`src/rtl/instr_fetch_unit.sv`:
```
// Multi-cycle instruction fetch: owns PC and IR, issues memory reads and holds the fetched word.
// Optional NUM_INST_EN builds a retired-instruction counter; otherwise num_inst is tied to 0.
module instr_fetch_unit #(
  parameter int                   WORD_SIZE = 16,
  parameter logic [WORD_SIZE-1:0] PC_RESET  = '0
) (
  input  logic                 clk,
  input  logic                 reset_n,
  input  logic                 fetch_start,
  input  logic                 pc_write,
  input  logic [WORD_SIZE-1:0] pc_next,
  input  logic                 inputReady,
  input  logic [WORD_SIZE-1:0] data,
  output logic                 readM,
  output logic [WORD_SIZE-1:0] address,
  output logic [WORD_SIZE-1:0] ir_out,
  output logic [WORD_SIZE-1:0] pc_out,
  output logic [WORD_SIZE-1:0] pc_plus1,
  output logic                 instr_valid,
  output logic                 busy,
  input  logic                 inst_retire,
  output logic [WORD_SIZE-1:0] num_inst
);

  typedef enum logic [1:0] {IDLE, REQ, VALID} state_t;

  state_t               state;
  logic [WORD_SIZE-1:0] pc;
  logic [WORD_SIZE-1:0] ir;
  logic [WORD_SIZE-1:0] fetch_pc;

  // a PC update in the same cycle as the fetch request redirects that fetch
  assign fetch_pc = pc_write ? pc_next : pc;
  assign pc_out   = pc;
  assign pc_plus1 = pc + WORD_SIZE'(1);
  assign ir_out   = ir;
  assign busy     = (state == REQ);

  always_ff @(posedge clk or negedge reset_n) begin
    if (!reset_n) begin
      state       <= IDLE;
      pc          <= PC_RESET;
      ir          <= '0;
      readM       <= 1'b0;
      address     <= '0;
      instr_valid <= 1'b0;
    end else begin
      if (pc_write) pc <= pc_next;
      case (state)
        IDLE: if (fetch_start) begin
          state   <= REQ;
          readM   <= 1'b1;
          address <= fetch_pc;
        end
        // address is frozen here so an in-flight fetch completes at its original PC
        REQ: if (inputReady) begin
          state       <= VALID;
          ir          <= data;
          readM       <= 1'b0;
          instr_valid <= 1'b1;
        end
        VALID: if (fetch_start) begin
          state       <= REQ;
          instr_valid <= 1'b0;
          readM       <= 1'b1;
          address     <= fetch_pc;
        end
        default: state <= IDLE;
      endcase
    end
  end

`ifdef NUM_INST_EN
  logic [WORD_SIZE-1:0] cnt;
  always_ff @(posedge clk or negedge reset_n) begin
    if (!reset_n)         cnt <= '0;
    else if (inst_retire) cnt <= cnt + WORD_SIZE'(1);
  end
  assign num_inst = cnt;
`else
  logic unused_retire;
  assign unused_retire = inst_retire;
  assign num_inst      = '0;
`endif

endmodule

```
`config.mk`:
```
export PLATFORM = sky130hd
export DESIGN_NAME = instr_fetch_unit
export DESIGN_NICKNAME = d
export VERILOG_FILES = /design/src/rtl/instr_fetch_unit.sv
export SDC_FILE = /design/constraint.sdc
export NUM_CORES = 1
export LEC_CHECK = 0
export ABC_AREA = 1
export CORE_ASPECT_RATIO = 0.75
export CORE_MARGIN = 4
export CORE_UTILIZATION = 43
export DETAILED_ROUTE_END_ITERATION = 10
export PLACE_DENSITY = 0.85
export SETUP_SLACK_MARGIN = 0.05
export SLEW_MARGIN = 25
export SYNTH_ARGS = -nofsm -noshare
export SYNTH_HDL_FRONTEND = slang
export SYNTH_SLANG_ARGS = --single-unit
export TNS_END_PERCENT = 5
```
`constraint.sdc`:
```
create_clock -name clk -period 3.2 [get_ports clk]
set_input_delay 0.8 -clock clk [delete_from_list [all_inputs] [get_ports clk]]
set_output_delay 0.8 -clock clk [all_outputs]
set_load 0.02 [all_outputs]
```
==> results of run 1 <==
==> final timing paths <==
path	startpoint	end	slack [ns]	depth (start not counted)
min in group asynchronous	reset_n	address[14]	0.60	2
worst max register to register	state[1]	ir_out[10]	1.81	5
worst min-delay path	readM	readM	0.48	2
worst min register to register	readM	readM	0.48	2
worst max-delay path	pc_out[1]	pc_plus1[10]	0.17	6
max in group asynchronous	reset_n	ir_out[12]	2.17	2
==> final cells by class <==
class,instances,area [µm²]
Fill cell,463,1850
Sequential cell,52,1300
Timing Repair Buffer,106,1050
Multi-Input combinational cell,217,930
Tap cell,75,93.8
Inverter,22,82.6
Clock buffer,6,72.6
Clock inverter,2,35.0
==> stage by stage <==
step / area (µm²) / hold slack, ns / cells
3_3_place_gp: 3460 / 0.456 / 472
5_1_grt: 3560 / 0.505 / 480
3_5_place_dp: 3460 / 0.458 / 472
2_1_floorplan: 2500 / 0.504 / 315
6_report: 3560 / 0.476 / 480
4_1_cts: 3560 / 0.481 / 480
==> placed cells by master (no fill, tap or decap) <==
cell | netlist | layout
nand2_1 | 144 | 144
clkdlybuf4s50_1 | 0 | 102
dfrtp_1 | 52 | 52
inv_1 | 19 | 19
o21ai_0 | 19 | 19
conb_1 | 1 | 16
nor2_1 | 12 | 12
nand3_1 | 8 | 8
xor2_1 | 8 | 8
clkbuf_8 | 0 | 5
nand4_1 | 4 | 4
inv_2 | 3 | 3
buf_4 | 18 | 3
nor2_4 | 2 | 2
nand2_2 | 2 | 2
nor2_2 | 1 | 1
ha_1 | 1 | 1
clkbuf_1 | 0 | 1
clkinv_2 | 0 | 1
bufinv_16 | 0 | 1
buf_2 | 2 | 1
==> registers in the layout, indices dropped and copies added, names as in the netlist <==
signal,count
ir_out,16
pc_out,16
address,16
instr_valid,1
readM,1
state,2
==> worst reg2reg max path: cells and delay by family (launching register included) <==
kind | cells | cell delay [ns]
and+or+nand+nor | 4 | 0.59
DFF | 1 | 0.43
buffers and inverters | 1 | 0.32
==> report_power, final <==
| group | internal (µW) | leakage [µW] | switching, µW |
|---|---|---|---|
| registers | 827 | 0.000640 | 111 |
| clock network | 233 | 0.0000552 | 216 |
| logic | 448 | 0.00104 | 533 |
| total | 1510 | 0.00174 | 861 |
==> logic make-up after synthesis <==
kind of cell	count (synthesis)	share of synthesized area, %
xor+xnor	8	2.87
buf+inv	46	10.9
flops	52	53.3
other cells	1	0.154
compound gates	19	3.90
simple gates	173	28.3
fa+ha+maj	1	0.512
==> metal layers <==
layer  track usage [%]  vias to the layer above  share of wire, %
li1                  -                     1092                 -
met1              25.4                     1033                44
met2              30.1                       76                46
met3              6.24                        7               9.2
met4              5.28                        0               1.0
met5                 0                        -                 0
==> results.py, run 1 <==
metrics = {
    "timing": {
        "fin_crit_ns": 3.03,
        "fin_skew_ns": 0.0120,
        "tns_ns": 0,
        "hold_viol": 0,
        "rsz0062_at_grt": "false",
        "maxSlewHeadroom_pct": 57.0,
        "fin_ws_ns": 0.174,
        "tightest_slew_ns": 0.645,
        "fmax_mhz": 330,
        "setup_viol": 0,
        "drv_slew": 0,
        "period_share_pct": 94.6,
    },
    "clock_tree": {
        "cts_resized": 0,
        "worstSkewPairLatency_ns": 0.31,
        "root_buffer": "clkbuf_8",
        "cts_setup_buffers": 0,
        "numClockSinks": 52,
        "cts_htree_levels": 2,
        "clock_path_buffers": 2,
        "holdBufCountCts": 0,
        "path_clk_slew_ns": 0.09,
        "cts_tree": "done",
        "numCtsBuffers": 5,
    },
    "layout": {
        "fin_util_pct": 65.9,
        "antenna_cells": 0,
        "drive_gt1_share_pct": 4.69,
        "nNetsFinal": 443,
        "area_delta_synth_final_pct": 46.0,
    },
    "setup_path": {
        "crit_chain": "ha_1 > nand3_1 > nor2_4 > nand2_1 > xor2_1 > clkdlybuf4s50_1",
        "worstPathArrival_ns": 2.23,
        "critPathLaunchType": "flop",
        "critPathCaptureType": "primary output",
        "critPathMaxStageDelay_ns": 0.62,
        "worst-path-buf-inv": 1,
        "path_max_fanout": 7,
        "slowest_stage": "clkdlybuf4s50_1",
        "critPathTopFamily": "buffers and inverters",
        "criticalPathCategory": "reg2out",
        "worstPathRequired_ns": 2.40,
    },
    "grt": {
        "grt_max_degree": 53,
        "grt_pass1_wl_um": 10400,
        "grt_pass1_vias": 2103,
        "overflow": 0,
        "antenna_found_initial": 0,
        "grt_use_total_pct": 19.1,
    },
    "synth": {
        "async_reset_ff_share_pct": 100,
        "ys_seq_area_share_pct": 53.3,
        "avgSynthCellArea_um2": 8.14,
        "syn_inst": 300,
        "synth_top_area_share_pct": 53.3,
        "synth_most_common_cell": "nand2_1",
        "ys_top_cells_by_area": "dfrtp_1 53%, nand2_1 22%, buf_4 5.5%",
        "ys.flop_type": "dfrtp_1",
        "yosys.cell_types.count": 18,
        "syn_area_um2": 2440,
        "synth_commonest_cells": "144 x nand2_1, 52 x dfrtp_1, 19 x inv_1, 19 x o21ai_0, 18 x buf_4",
        "synth.ff_latch_count": 52,
        "ys_warn_count": 0,
        "synth_edf_count": 0,
        "synth_area_leader_cell": "dfrtp_1",
    },
    "die": {
        "initial_core_util_pct": 45.1,
        "pin_count": 121,
        "fp.dieW_um": 95,
        "die_height_um": 73.3,
        "die_area_um2": 6960,
        "core_um2": 5410,
        "num_rows": 23,
    },
    "hold_path": {
        "hold_path_class": "reg2reg",
    },
    "routing": {
        "drt-initial-drc-count": 108,
        "firstDrtPassIters": 4,
        "drc": 0,
        "wl_per_cell_um": 13.3,
        "routed_wl_um": 6390,
        "vias": 2208,
        "ant_nets": 0,
        "viasPerCell": 4.60,
    },
    "flow_run": {
        "cap_violations": 0,
    },
    "pwr": {
        "finalPower_uw": 2370,
        "ir_drop_mv": 0.442,
        "power.density_nw_per_um2": 665,
        "p_leak_uw": 0.00174,
    },
    "status": {
        "status": "complete, no violations",
    },
    "placed_design": {
        "post-place-ws_ns": 0.520,
        "gp_congestion": 0.871,
        "dp_hpwl_um": 4910,
        "io_buffers": 103,
    },
}
Note: power is estimated with default switching activity, not from simulation.
==> inputs of run 2 (changes only) <==
--- a/config.mk
+++ b/config.mk
@@ -12,7 +12,7 @@
 export DETAILED_ROUTE_END_ITERATION = 10
 export PLACE_DENSITY = 0.85
 export SETUP_SLACK_MARGIN = 0.05
-export SLEW_MARGIN = 25
+export SLEW_MARGIN = 20
 export SYNTH_ARGS = -nofsm -noshare
 export SYNTH_HDL_FRONTEND = slang
 export SYNTH_SLANG_ARGS = --single-unit
==> constraint.sdc (replaced) <==
create_clock -name clk -period 3.85 [get_ports clk]
set_input_delay 0.9625 -clock clk [delete_from_list [all_inputs] [get_ports clk]]
set_output_delay 0.9625 -clock clk [all_outputs]
set_load 0.02 [all_outputs]
==> run 2 against run 1 <==
Against the previous run:
- routed wire length rose by 0.86%
- flip-flop and latch count stayed put
- critical path type unchanged
- sequential share of layout area is 0.22 points higher
- critical endpoint unchanged
==> results.py, run 2 (synthesis gave the netlist of run 1 again) <==
metrics = {
    "layout": {
        "nFillCells": 498,
        "fin_util_pct": 65.5,
        "instances_no_fill": 479,
        "final_cell_mix": "144 x nand2_1, 102 x clkdlybuf4s50_1, 52 x dfrtp_1, 19 x inv_1, 19 x o21ai_0",
        "final_common_cell": "nand2_1",
        "drive_gt1_share_pct": 4.46,
        "antenna_cells": 0,
        "nNetsFinal": 442,
        "area_delta_synth_final_pct": 45.1,
    },
    "clock_tree": {
        "cts_setup_buffers": 0,
        "numClockSinks": 52,
        "worstSkewPairLatency_ns": 0.30,
        "cts_tree": "done",
        "path_clk_slew_ns": 0.09,
        "root_buffer": "clkbuf_8",
        "cts_resized": 0,
        "clock_path_buffers": 2,
        "holdBufCountCts": 0,
        "cts_htree_levels": 2,
        "numCtsBuffers": 5,
    },
    "setup_path": {
        "crit_chain": "ha_1 > nand3_1 > nor2_4 > nand2_1 > xor2_1 > clkdlybuf4s50_1",
        "slowest_stage": "clkdlybuf4s50_1",
        "criticalPathCategory": "reg2out",
        "worstPathRequired_ns": 2.89,
        "critPathLaunchType": "flop",
        "critPathCaptureType": "primary output",
        "worstPathArrival_ns": 2.22,
        "path_max_fanout": 7,
        "critPathMaxStageDelay_ns": 0.62,
    },
    "grt": {
        "grt_pass1_vias": 2113,
        "grt_max_degree": 33,
        "overflow": 0,
        "grt_pass1_wl_um": 10100,
        "antenna_found_initial": 0,
        "grt_use_total_pct": 18.7,
    },
    "pwr": {
        "p_leak_uw": 0.00172,
        "finalPower_uw": 1910,
        "power.density_nw_per_um2": 539,
        "ir_drop_mv": 0.315,
    },
    "timing": {
        "period_share_pct": 82.6,
        "tns_ns": 0,
        "hold_viol": 0,
        "maxSlewHeadroom_pct": 50.3,
        "setup_viol": 0,
        "fin_skew_ns": 0.00708,
        "fmax_mhz": 314,
        "tightest_slew_ns": 0.744,
        "rsz0062_at_grt": "false",
        "drv_slew": 0,
        "fin_crit_ns": 3.18,
    },
    "flow_run": {
        "cap_violations": 0,
    },
    "die": {
        "num_rows": 23,
        "initial_core_util_pct": 45.1,
        "die_height_um": 73.3,
        "pin_count": 121,
        "die_area_um2": 6960,
        "core_um2": 5410,
        "fp.dieW_um": 95,
    },
    "hold_path": {
        "hold_path_class": "reg2reg",
    },
    "routing": {
        "drc": 0,
        "ant_nets": 0,
        "wl_per_cell_um": 13.5,
        "drt-initial-drc-count": 108,
        "firstDrtPassIters": 4,
        "viasPerCell": 4.56,
        "routed_wl_um": 6450,
        "vias": 2186,
    },
    "placed_design": {
        "place_inst": 471,
        "io_buffers": 103,
        "dp_hpwl_um": 4970,
        "gp_congestion": 0.867,
    },
    "status": {
        "status": "complete, no violations",
    },
}
## run 2: cell types whose count changed in the layout (fill, tap and decap cells not counted)
cell / delta
buf_4: -1
bufinv_16: -1
clkbuf_8: +1
clkinv_2: -1
clkinvlp_4: +1
## run 2: critical path: cells and delay by family (launching register included)
kind,cells,cell delay (ns)
buffers and inverters,1,0.62
and+or+nand+nor,3,0.51
DFF,1,0.43
adders and majority gates,1,0.22
xor gates and xnor gates,1,0.15
## run 2: power breakdown
group          switching [µW]  internal [µW]
registers                92.9            688
clock network             170            146
logic                     441            370
## run 2: final cells by class
class / instances / area [µm²] / area share [%]
repair buffers: 105 / 1040 / 29.4
clock buffers: 7 / 86.3 / 2.44
flip-flops and latches: 52 / 1300 / 36.7
well taps: 75 / 93.8 / 2.65
multi-input cells: 217 / 930 / 26.2
inverters: 22 / 82.6 / 2.33
clock inverters: 1 / 7.51 / 0.212
## run 2: per-stage QoR
stage / hold slack (ns) / setup WS, ns / area [µm²]
floorplan: 0.554 / 1.42 / 2500
global placement: 0.456 / 1.04 / 3450
detailed placement: 0.464 / 0.980 / 3450
CTS: 0.487 / 0.641 / 3540
global route: 0.515 / 0.507 / 3540
finish: 0.484 / 0.669 / 3540
## run 2: routing by layer
layer	vias to the layer above	wire length (µm)	global-route usage [%]
met5	-	0	0
met4	0	85	5.12
met3	10	593	5.94
met2	88	2980	29.8
met1	1000	2790	24.9
li1	1088	-	-
## run 2: path summary, 6_finish.rpt
check	cells after the start	end	startpoint	slack, ns
setup / recovery	6	pc_plus1[10]	pc_out[1]	0.67
setup reg to reg	4	address[10]	state[0]	2.20
max in group asynchronous	2	address[1]	reset_n	2.40
hold / removal	2	ir_out[13]	ir_out[13]	0.48
hold reg to reg	2	ir_out[13]	ir_out[13]	0.48
min in group asynchronous	1	pc_out[14]	reset_n	0.70
